==> src/rtl/vx_writeback_pkg.sv <==
// vx_writeback_pkg
// Shared constants and types for the writeback stage: commit-source
// indices, packet field widths, the packed writeback packet and a small
// modulo-NUM_REQS increment helper used by the round-robin pointer.
package vx_writeback_pkg;

  localparam int NUM_REQS    = 5;
  localparam int NUM_THREADS = 4;
  localparam int NW_BITS     = 2;
  localparam int PC_W        = 32;
  localparam int RD_W        = 5;
  localparam int LANE_W      = NUM_THREADS * 32;
  localparam int PERF_W      = 44;
  localparam int IDX_W       = 3;

  // Commit source indices
  localparam int WB_SRC_ALU = 0;
  localparam int WB_SRC_LSU = 1;
  localparam int WB_SRC_CSR = 2;
  localparam int WB_SRC_FPU = 3;
  localparam int WB_SRC_GPU = 4;

  typedef struct packed {
    logic [NW_BITS-1:0]     wid;
    logic [PC_W-1:0]        pc;
    logic [NUM_THREADS-1:0] tmask;
    logic [RD_W-1:0]        rd;
    logic                   eop;
    logic [LANE_W-1:0]      data;
  } wb_pkt_t;

  // Source index + 1, wrapping from NUM_REQS-1 back to 0.
  function automatic logic [IDX_W-1:0] wrap_inc(input logic [IDX_W-1:0] i);
    return (i == IDX_W'(NUM_REQS - 1)) ? '0 : i + 1'b1;
  endfunction

endpackage

==> src/rtl/vx_writeback_if.sv <==
// vx_writeback_if
// Bundles the per-source commit request bus and the registered writeback
// bus.
//   master : commit sources side (drives req_*, observes req_ready, wb_*)
//   slave  : writeback stage (consumes req_*, drives req_ready, wb_*, perf)
// Handshake: a source packet transfers in a cycle where req_valid[i] and
// req_ready[i] are both high; req_ready is combinational from the current
// inputs and state. The wb_* bus has no back-pressure: wb_valid marks a
// packet presented for exactly one cycle.
interface vx_writeback_if;
  import vx_writeback_pkg::*;

  logic [NUM_REQS-1:0]             req_valid;
  logic [NUM_REQS-1:0]             req_ready;
  logic [NUM_REQS*NW_BITS-1:0]     req_wid;
  logic [NUM_REQS*PC_W-1:0]        req_PC;
  logic [NUM_REQS*NUM_THREADS-1:0] req_tmask;
  logic [NUM_REQS*RD_W-1:0]        req_rd;
  logic [NUM_REQS-1:0]             req_wb;
  logic [NUM_REQS*LANE_W-1:0]      req_data;
  logic [NUM_REQS-1:0]             req_eop;

  logic                            wb_valid;
  logic [NW_BITS-1:0]              wb_wid;
  logic [PC_W-1:0]                 wb_PC;
  logic [NUM_THREADS-1:0]          wb_tmask;
  logic [RD_W-1:0]                 wb_rd;
  logic [LANE_W-1:0]               wb_data;
  logic                            wb_eop;
  logic [PERF_W-1:0]               perf_wb_stalls;

  modport master (
    output req_valid, req_wid, req_PC, req_tmask, req_rd, req_wb, req_data, req_eop,
    input  req_ready,
    input  wb_valid, wb_wid, wb_PC, wb_tmask, wb_rd, wb_data, wb_eop, perf_wb_stalls
  );

  modport slave (
    input  req_valid, req_wid, req_PC, req_tmask, req_rd, req_wb, req_data, req_eop,
    output req_ready,
    output wb_valid, wb_wid, wb_PC, wb_tmask, wb_rd, wb_data, wb_eop, perf_wb_stalls
  );

endinterface

==> src/rtl/vx_writeback_rr_lock_arbiter.sv <==
// vx_writeback_rr_lock_arbiter
// Round-robin arbiter with an instruction lock. In IDLE the search starts
// at rr_ptr and wraps; in LOCKED only the locked source may be granted.
//   clk, reset        : clock, synchronous active-high reset
//   req_i             : per-source request (already gated by the caller)
//   lock_i            : granted packet is not the last of its instruction
//   unlock_i          : granted packet is the last of its instruction
//   grant_o           : one-hot grant
//   grant_idx_o       : index of the granted source
//   grant_valid_o     : some source granted this cycle
//   dbg_locked_o      : FSM state (1 = LOCKED)
//   dbg_lock_src_o    : source owning the lock
//   dbg_rr_ptr_o      : round-robin search start
module vx_writeback_rr_lock_arbiter
  import vx_writeback_pkg::*;
(
  input  logic                clk,
  input  logic                reset,
  input  logic [NUM_REQS-1:0] req_i,
  input  logic                lock_i,
  input  logic                unlock_i,
  output logic [NUM_REQS-1:0] grant_o,
  output logic [IDX_W-1:0]    grant_idx_o,
  output logic                grant_valid_o,
  output logic                dbg_locked_o,
  output logic [IDX_W-1:0]    dbg_lock_src_o,
  output logic [IDX_W-1:0]    dbg_rr_ptr_o
);

  localparam logic [0:0] ST_IDLE   = 1'b0;
  localparam logic [0:0] ST_LOCKED = 1'b1;

  logic [0:0]       state_q, state_d;
  logic [IDX_W-1:0] lock_src_q, lock_src_d;
  logic [IDX_W-1:0] rr_ptr_q, rr_ptr_d;

  logic             gnt_valid;
  logic [IDX_W-1:0] gnt_idx;
  logic [IDX_W-1:0] scan_idx;

  // Grant selection. Kept separate from next-state logic because lock_i /
  // unlock_i are derived from the granted source by the parent.
  always_comb begin
    gnt_valid = 1'b0;
    gnt_idx   = '0;
    scan_idx  = rr_ptr_q;
    if (state_q == ST_LOCKED) begin
      if (req_i[lock_src_q]) begin
        gnt_valid = 1'b1;
        gnt_idx   = lock_src_q;
      end
    end else begin
      for (int i = 0; i < NUM_REQS; i++) begin
        if (!gnt_valid && req_i[scan_idx]) begin
          gnt_valid = 1'b1;
          gnt_idx   = scan_idx;
        end
        scan_idx = wrap_inc(scan_idx);
      end
    end
  end

  always_comb begin
    grant_o = '0;
    if (gnt_valid) grant_o[gnt_idx] = 1'b1;
  end

  always_comb begin
    state_d    = state_q;
    lock_src_d = lock_src_q;
    rr_ptr_d   = rr_ptr_q;
    if (gnt_valid) begin
      if (unlock_i) begin
        state_d  = ST_IDLE;
        rr_ptr_d = wrap_inc(gnt_idx);
      end else if (lock_i) begin
        state_d    = ST_LOCKED;
        lock_src_d = gnt_idx;
      end
    end
  end

  always_ff @(posedge clk) begin
    if (reset) begin
      state_q    <= ST_IDLE;
      lock_src_q <= '0;
      rr_ptr_q   <= '0;
    end else begin
      state_q    <= state_d;
      lock_src_q <= lock_src_d;
      rr_ptr_q   <= rr_ptr_d;
    end
  end

  assign grant_idx_o    = gnt_idx;
  assign grant_valid_o  = gnt_valid;
  assign dbg_locked_o   = (state_q == ST_LOCKED);
  assign dbg_lock_src_o = lock_src_q;
  assign dbg_rr_ptr_o   = rr_ptr_q;

endmodule

==> src/rtl/vx_writeback.sv <==
// vx_writeback
// Commit-to-writeback stage: arbitrates up to NUM_REQS commit sources onto
// one registered writeback bus, one writing packet per cycle. Non-writing
// packets (wb=0) are acknowledged immediately and bypass arbitration.
//   clk, reset      : clock, synchronous active-high reset
//   bus (slave)     : req_* commit bus in, req_ready out, wb_* out,
//                     perf_wb_stalls out
//   dbg_locked_o    : arbiter FSM state (1 = LOCKED)
//   dbg_lock_src_o  : source owning the lock
//   dbg_rr_ptr_o    : round-robin pointer
module vx_writeback
  import vx_writeback_pkg::*;
(
  input  logic             clk,
  input  logic             reset,
  vx_writeback_if.slave    bus,
  output logic             dbg_locked_o,
  output logic [IDX_W-1:0] dbg_lock_src_o,
  output logic [IDX_W-1:0] dbg_rr_ptr_o
);

  logic [NUM_REQS-1:0] wr_req;
  logic [NUM_REQS-1:0] grant;
  logic [IDX_W-1:0]    grant_idx;
  logic                grant_valid;
  wb_pkt_t             sel_pkt;
  logic                stall;

  logic                wb_valid_q;
  wb_pkt_t             wb_pkt_q;
  logic [PERF_W-1:0]   perf_q, perf_d;

  // Only writing packets compete; nothing is granted while in reset.
  assign wr_req = bus.req_valid & bus.req_wb & {NUM_REQS{~reset}};

  vx_writeback_rr_lock_arbiter u_arb (
    .clk            (clk),
    .reset          (reset),
    .req_i          (wr_req),
    .lock_i         (~sel_pkt.eop),
    .unlock_i       (sel_pkt.eop),
    .grant_o        (grant),
    .grant_idx_o    (grant_idx),
    .grant_valid_o  (grant_valid),
    .dbg_locked_o   (dbg_locked_o),
    .dbg_lock_src_o (dbg_lock_src_o),
    .dbg_rr_ptr_o   (dbg_rr_ptr_o)
  );

  // Mux the granted source's fields out of the flattened request bus.
  always_comb begin
    sel_pkt = '0;
    for (int s = 0; s < NUM_REQS; s++) begin
      if (grant_idx == IDX_W'(s)) begin
        sel_pkt.wid   = bus.req_wid[s*NW_BITS +: NW_BITS];
        sel_pkt.pc    = bus.req_PC[s*PC_W +: PC_W];
        sel_pkt.tmask = bus.req_tmask[s*NUM_THREADS +: NUM_THREADS];
        sel_pkt.rd    = bus.req_rd[s*RD_W +: RD_W];
        sel_pkt.eop   = bus.req_eop[s];
        sel_pkt.data  = bus.req_data[s*LANE_W +: LANE_W];
      end
    end
  end

  // Non-writing packets are always accepted, except during reset.
  assign bus.req_ready = reset ? '0 : (grant | (bus.req_valid & ~bus.req_wb));

  assign stall  = |(wr_req & ~grant);
  assign perf_d = perf_q + {{(PERF_W-1){1'b0}}, stall};

  always_ff @(posedge clk) begin
    if (reset) begin
      wb_valid_q <= 1'b0;
      wb_pkt_q   <= '0;
      perf_q     <= '0;
    end else begin
      wb_valid_q <= grant_valid;
      perf_q     <= perf_d;
      // Data fields only load on a grant so they hold while wb_valid=0.
      if (grant_valid) wb_pkt_q <= sel_pkt;
    end
  end

  assign bus.wb_valid       = wb_valid_q;
  assign bus.wb_wid         = wb_pkt_q.wid;
  assign bus.wb_PC          = wb_pkt_q.pc;
  assign bus.wb_tmask       = wb_pkt_q.tmask;
  assign bus.wb_rd          = wb_pkt_q.rd;
  assign bus.wb_data        = wb_pkt_q.data;
  assign bus.wb_eop         = wb_pkt_q.eop;
  assign bus.perf_wb_stalls = perf_q;

endmodule

==> src/flat_wrapper.sv <==
// flat-port wrapper written by rule: the top's interface ports become plain ports
module vx_writeback_flat import vx_writeback_pkg::*;
  (clk, reset, dbg_locked_o, dbg_lock_src_o, dbg_rr_ptr_o, bus_req_valid, bus_req_wid, bus_req_PC, bus_req_tmask, bus_req_rd, bus_req_wb, bus_req_data, bus_req_eop, bus_req_ready, bus_wb_valid, bus_wb_wid, bus_wb_PC, bus_wb_tmask, bus_wb_rd, bus_wb_data, bus_wb_eop, bus_perf_wb_stalls);
  vx_writeback_if bus_i ();
  input  logic clk;
  input  logic reset;
  output logic dbg_locked_o;
  output logic [IDX_W-1:0] dbg_lock_src_o;
  output logic [IDX_W-1:0] dbg_rr_ptr_o;
  input wire logic [$bits(bus_i.req_valid)-1:0] bus_req_valid;
  input wire logic [$bits(bus_i.req_wid)-1:0] bus_req_wid;
  input wire logic [$bits(bus_i.req_PC)-1:0] bus_req_PC;
  input wire logic [$bits(bus_i.req_tmask)-1:0] bus_req_tmask;
  input wire logic [$bits(bus_i.req_rd)-1:0] bus_req_rd;
  input wire logic [$bits(bus_i.req_wb)-1:0] bus_req_wb;
  input wire logic [$bits(bus_i.req_data)-1:0] bus_req_data;
  input wire logic [$bits(bus_i.req_eop)-1:0] bus_req_eop;
  output wire logic [$bits(bus_i.req_ready)-1:0] bus_req_ready;
  output wire logic [$bits(bus_i.wb_valid)-1:0] bus_wb_valid;
  output wire logic [$bits(bus_i.wb_wid)-1:0] bus_wb_wid;
  output wire logic [$bits(bus_i.wb_PC)-1:0] bus_wb_PC;
  output wire logic [$bits(bus_i.wb_tmask)-1:0] bus_wb_tmask;
  output wire logic [$bits(bus_i.wb_rd)-1:0] bus_wb_rd;
  output wire logic [$bits(bus_i.wb_data)-1:0] bus_wb_data;
  output wire logic [$bits(bus_i.wb_eop)-1:0] bus_wb_eop;
  output wire logic [$bits(bus_i.perf_wb_stalls)-1:0] bus_perf_wb_stalls;
  assign bus_i.req_valid = bus_req_valid;
  assign bus_i.req_wid = bus_req_wid;
  assign bus_i.req_PC = bus_req_PC;
  assign bus_i.req_tmask = bus_req_tmask;
  assign bus_i.req_rd = bus_req_rd;
  assign bus_i.req_wb = bus_req_wb;
  assign bus_i.req_data = bus_req_data;
  assign bus_i.req_eop = bus_req_eop;
  assign bus_req_ready = bus_i.req_ready;
  assign bus_wb_valid = bus_i.wb_valid;
  assign bus_wb_wid = bus_i.wb_wid;
  assign bus_wb_PC = bus_i.wb_PC;
  assign bus_wb_tmask = bus_i.wb_tmask;
  assign bus_wb_rd = bus_i.wb_rd;
  assign bus_wb_data = bus_i.wb_data;
  assign bus_wb_eop = bus_i.wb_eop;
  assign bus_perf_wb_stalls = bus_i.perf_wb_stalls;
  vx_writeback u_core (.clk(clk), .reset(reset), .bus(bus_i), .dbg_locked_o(dbg_locked_o), .dbg_lock_src_o(dbg_lock_src_o), .dbg_rr_ptr_o(dbg_rr_ptr_o));
endmodule
==> config.mk <==
export PLATFORM = sky130hd
export DESIGN_NAME = vx_writeback_flat
export DESIGN_NICKNAME = d
export VERILOG_FILES = /design/src/rtl/vx_writeback_pkg.sv /design/src/rtl/vx_writeback_if.sv /design/src/rtl/vx_writeback_rr_lock_arbiter.sv /design/src/rtl/vx_writeback.sv /design/src/flat_wrapper.sv
export SDC_FILE = /design/constraint.sdc
export NUM_CORES = 1
export LEC_CHECK = 0
export CAP_MARGIN = 20
export CORE_AREA = 2 2 430 432
export CTS_BUF_LIST = sky130_fd_sc_hd__clkbuf_8
export CTS_CLUSTER_SIZE = 10
export DETAILED_ROUTE_END_ITERATION = 7
export DIE_AREA = 0 0 432 434
export GPL_TIMING_DRIVEN = 0
export SETUP_SLACK_MARGIN = 0.4
export SYNTH_ARGS = -nofsm -noshare
export SYNTH_HDL_FRONTEND = slang
export SYNTH_SLANG_ARGS = --single-unit
==> constraint.sdc <==
create_clock -name clk -period 17 [get_ports clk]
set_input_delay 5.1 -clock clk [delete_from_list [all_inputs] [get_ports clk]]
set_output_delay 5.1 -clock clk [all_outputs]
set_load 0.05 [all_outputs]
==> impl_metrics.ini <==
[power_and_ir_drop]
switching_share = 0.6171
p_seq_frac = 0.120
p_per_area_nw_per_um2 = 219.9
p_sw_uw = 4173
p_comb_frac = 0.782
p_int_uw = 2590
clockPowerShare = 0.098
leakage_uw = 0.009976
peakVddDrop_v = 0.0001010

[yosys]
yosys.cell_types.count = 69
synth.largest_area_cell = dfxtp_1
synth_edf_count = 0
syn_area_per_cell_sq_um = 7.537
yosys-top-cells-count = dfxtp_1 (224), nand2_1 (202), o21ai_0 (195)
synth-main-ff-cell = dfxtp_1
netlist.area_leader.share = 0.2934
netlist_instances = 2028
async_reset_ff_frac = 0
syn_nets = 2914
synth_area_leaders = dfxtp_1 (29%), a32o_1 (11%), nand3b_1 (8.8%), a22oi_1 (8.4%), o21ai_0 (6.4%)
ys_seq_area_frac = 0.2934
ys_seq_elements = 224
synth_area_sq_um = 15280
synth_most_common_cell = dfxtp_1
synth_warnings = 0

[clock_network]
numCtsBuffers = 49
cts_buffer_depth = 3
h-tree-depth = 2
cts_hold_buf = 0
clkLatencyLatePin_ps = 730
clkSlewWorstSetupHoldPaths_ps = 60
cts_setup_buffers = 0
cts_tree = done
cts_sinks = 224
ctsResizeCount = 0
cts_root_buf = clkbuf_8

[drt]
num_vias = 23510
firstDrtPassIters = 6
avgViaCountPerCell = 4.153
first_iter_violations = 2480
wl_per_cell_um = 35.31
drc_errors = 0
wirelength_um = 199900
ant_nets = 0

[timing]
relSlewSlack = 0.05311
rsz0062_at_grt = false
skew_ps = 64.74
worstMarginPinSlew_ps = 1420
slew_viol_final = 0
setup_violations = 0
fin_crit_ps = 14420
fin_crit_sh = 0.8481
fin_setup_tns_ps = 0
setup_ws_ps = 2582
fmax_ghz = 0.06936
hold_viol = 0

[grt]
grt_max_degree = 14
gr-usage-met1 = 0.2541
antenna_found_initial = 113
grt-busiest-layer = met2
use_met3 = 0.06118
grt-ovfl-total = 0
met2_usage = 0.3306
grt_pass1_vias = 22590
track_usage = 0.2029
grt_pass1_wl_um = 245600

[flow_run]
maxCapViolations = 0

[setup_path]
timing.critical_path.from = reset
cp.arrival_ps = 9320
start_kind = primary input
path_delay_family = buffers and inverters
cp_max_fo = 10
worst_setup_path_end_kind = output port
cp_data_required_time_ps = 11900
crit_chain = clkdlybuf4s50_1, nand3b_1, mux4_2, a211oi_1, nor3_1, nand3b_1, inv_1, nand4b_1, nand2_1, buf_4, inv_2, nand4_1, a21oi_1, clkdlybuf4s50_1
cp_num_buf_inv = 5
r2r_setup_slack_ps = 7460
reg2reg_from = u_core.u_arb.dbg_rr_ptr_o[0]
max_stage_delay_ps = 830
timing.rr.end = u_core.bus.wb_data[44]
cp_slowest_cell = clkdlybuf4s50_1
endpoint = bus_req_ready[0]
ff2ff_path_depth = 27
path_depth = 14
critPathKind = in -> out

[die]
row_count = 157
io_pins = 1101
start_util = 0.08376
die_w_um = 432
coreArea_sq_um = 182500
dieArea_sq_um = 187500
die_h_um = 434

[min_path]
hold_class = reg -> reg

[final_layout]
stdcell_count = 5661
num-fill-cells = 20700
area_growth_pct = 101.2
layout.nets = 4093
drive_gt1_frac = 0.05489
design_area_sq_um = 30760

[run_status]
status = complete, no violations

[placed_design]
postPlaceCellArea_sq_um = 29590
port-buffer-count = 1100
dpl.cell_count = 5536
place_congestion = 0.9454
place_hpwl_um = 175400
pre_cts_ws_ps = 2557
[kinds of logic (layout without fill, tap and decap cells)]
family,after synthesis,in the layout,share of synthesized area
and+or+nand+nor,552,552,0.1971
other,0,33,0
DFF,224,224,0.2934
xor gates and xnor gates,31,31,0.01776
muxes,11,11,0.009332
adders and majority gates,15,15,0.01212
buffers and inverters,249,1464,0.06606
AOI/OAI and AO/OA,946,946,0.4042
[worst reg2reg max path, stage by stage, from the launching register on]
cell and delay, ps:
dfxtp_1 630, clkbuf_1 500, inv_1 150, ha_1 430
inv_1 160, ha_1 290, o21ai_1 140, a22oi_4 420
ha_1 300, nor2b_1 140, o21ai_1 140, nand3_4 180
mux4_2 580, or4_4 540, o211ai_2 180, a31oi_2 80
a211oi_4 370, inv_1 130, ha_1 230, clkbuf_2 440
clkbuf_2 700, clkbuf_1 540, clkbuf_1 660, nand2_1 230
o21ai_0 160, a32o_1 260, a21oi_1 750, o21ai_1 100
[flip-flops by register name, summed over array words and instances, names as in the netlist]
register and count:
u_core.bus.wb_wid 2, u_core.u_arb.dbg_locked_o 1, u_core.bus.wb_tmask 4, u_core.u_arb.dbg_rr_ptr_o 3, u_core.bus.wb_data 128, u_core.bus.wb_rd 5, u_core.u_arb.dbg_lock_src_o 3, u_core.bus.perf_wb_stalls 44
u_core.bus.wb_PC 32, u_core.bus.wb_valid 1, u_core.bus.wb_eop 1
[stage by stage]
stage | hold WS (ps) | total power (uW) | util
3_5_place_dp | 466.0 | 6086 | 0.1622
3_3_place_gp | 464.5 | 5978 | 0.1604
4_1_cts | 476.8 | 6789 | 0.1678
2_1_floorplan | 706.1 | 3237 | -
5_1_grt | 496.7 | 7097 | 0.1683
6_report | 474.7 | 6763 | 0.1686
[power by group through the flow]
stage,Sequential [uW],Clock (uW),Combinational (uW)
after global placement,817,0,5160
after detailed placement,820,0,5270
after global routing,826,708,5560
after CTS,811,690,5290
final,812,665,5290
after floorplan,1270,0,1960
[worst min-delay path by stage]
stage                                         end               startpoint  slack (ps)  cells after the start
after global placement    u_core.bus.wb_data[102]  u_core.bus.wb_data[102]         460                      2
final                      u_core.bus.wb_data[73]   u_core.bus.wb_data[73]         470                      2
after CTS                     u_core.bus.wb_PC[7]      u_core.bus.wb_PC[7]         480                      2
after detailed placement      u_core.bus.wb_PC[7]      u_core.bus.wb_PC[7]         470                      2
after global routing          u_core.bus.wb_PC[2]      u_core.bus.wb_PC[2]         500                      2
after floorplan               u_core.bus.wb_PC[0]      u_core.bus.wb_PC[0]         710                      2
[cell usage in the layout, fill, tap and decap left out, types with 4 or more instances in the layout]
master,count
clkdlybuf4s50_1,1100
dfxtp_1,224
nand2_1,202
o21ai_0,194
a21oi_1,193
nand3b_1,179
o21ai_1,177
a22oi_1,172
a32o_1,170
clkbuf_1,150
nor2_1,69
clkbuf_8,58
buf_2,48
inv_1,36
diode_2,33
nand3_1,22
nor3_1,16
buf_1,16
xor2_1,16
xnor2_1,15
ha_1,14
buf_8,12
or3_1,11
buf_6,10
nand4_1,9
nor2b_1,8
buf_4,8
clkbuf_2,8
clkinvlp_4,6
and3_1,5
mux2i_1,5
and4_1,5
nand2b_1,5
clkinv_2,5
a31oi_1,4
and2_1,4
[routing by layer]
metal	wire length, um	vias up
met1	83030	11650
li1	-	10130
met4	6071	38
met2	93390	1425
met3	16970	270
met5	453	-
[final cells by class]
class	instances	area (sq um)	share of cell area
clock buffers	58	798.3	0.02595
plain buffers	225	929.6	0.03022
flip-flops and latches	224	4484	0.1458
clock inverters	29	229.0	0.007444
well taps	2385	2984	0.09701
inverters	24	90.09	0.002929
diodes	33	82.58	0.002685
multi-input cells	1555	9797	0.3185
repair buffers	1128	11360	0.3695
Note: power is estimated with default switching activity, not from simulation.
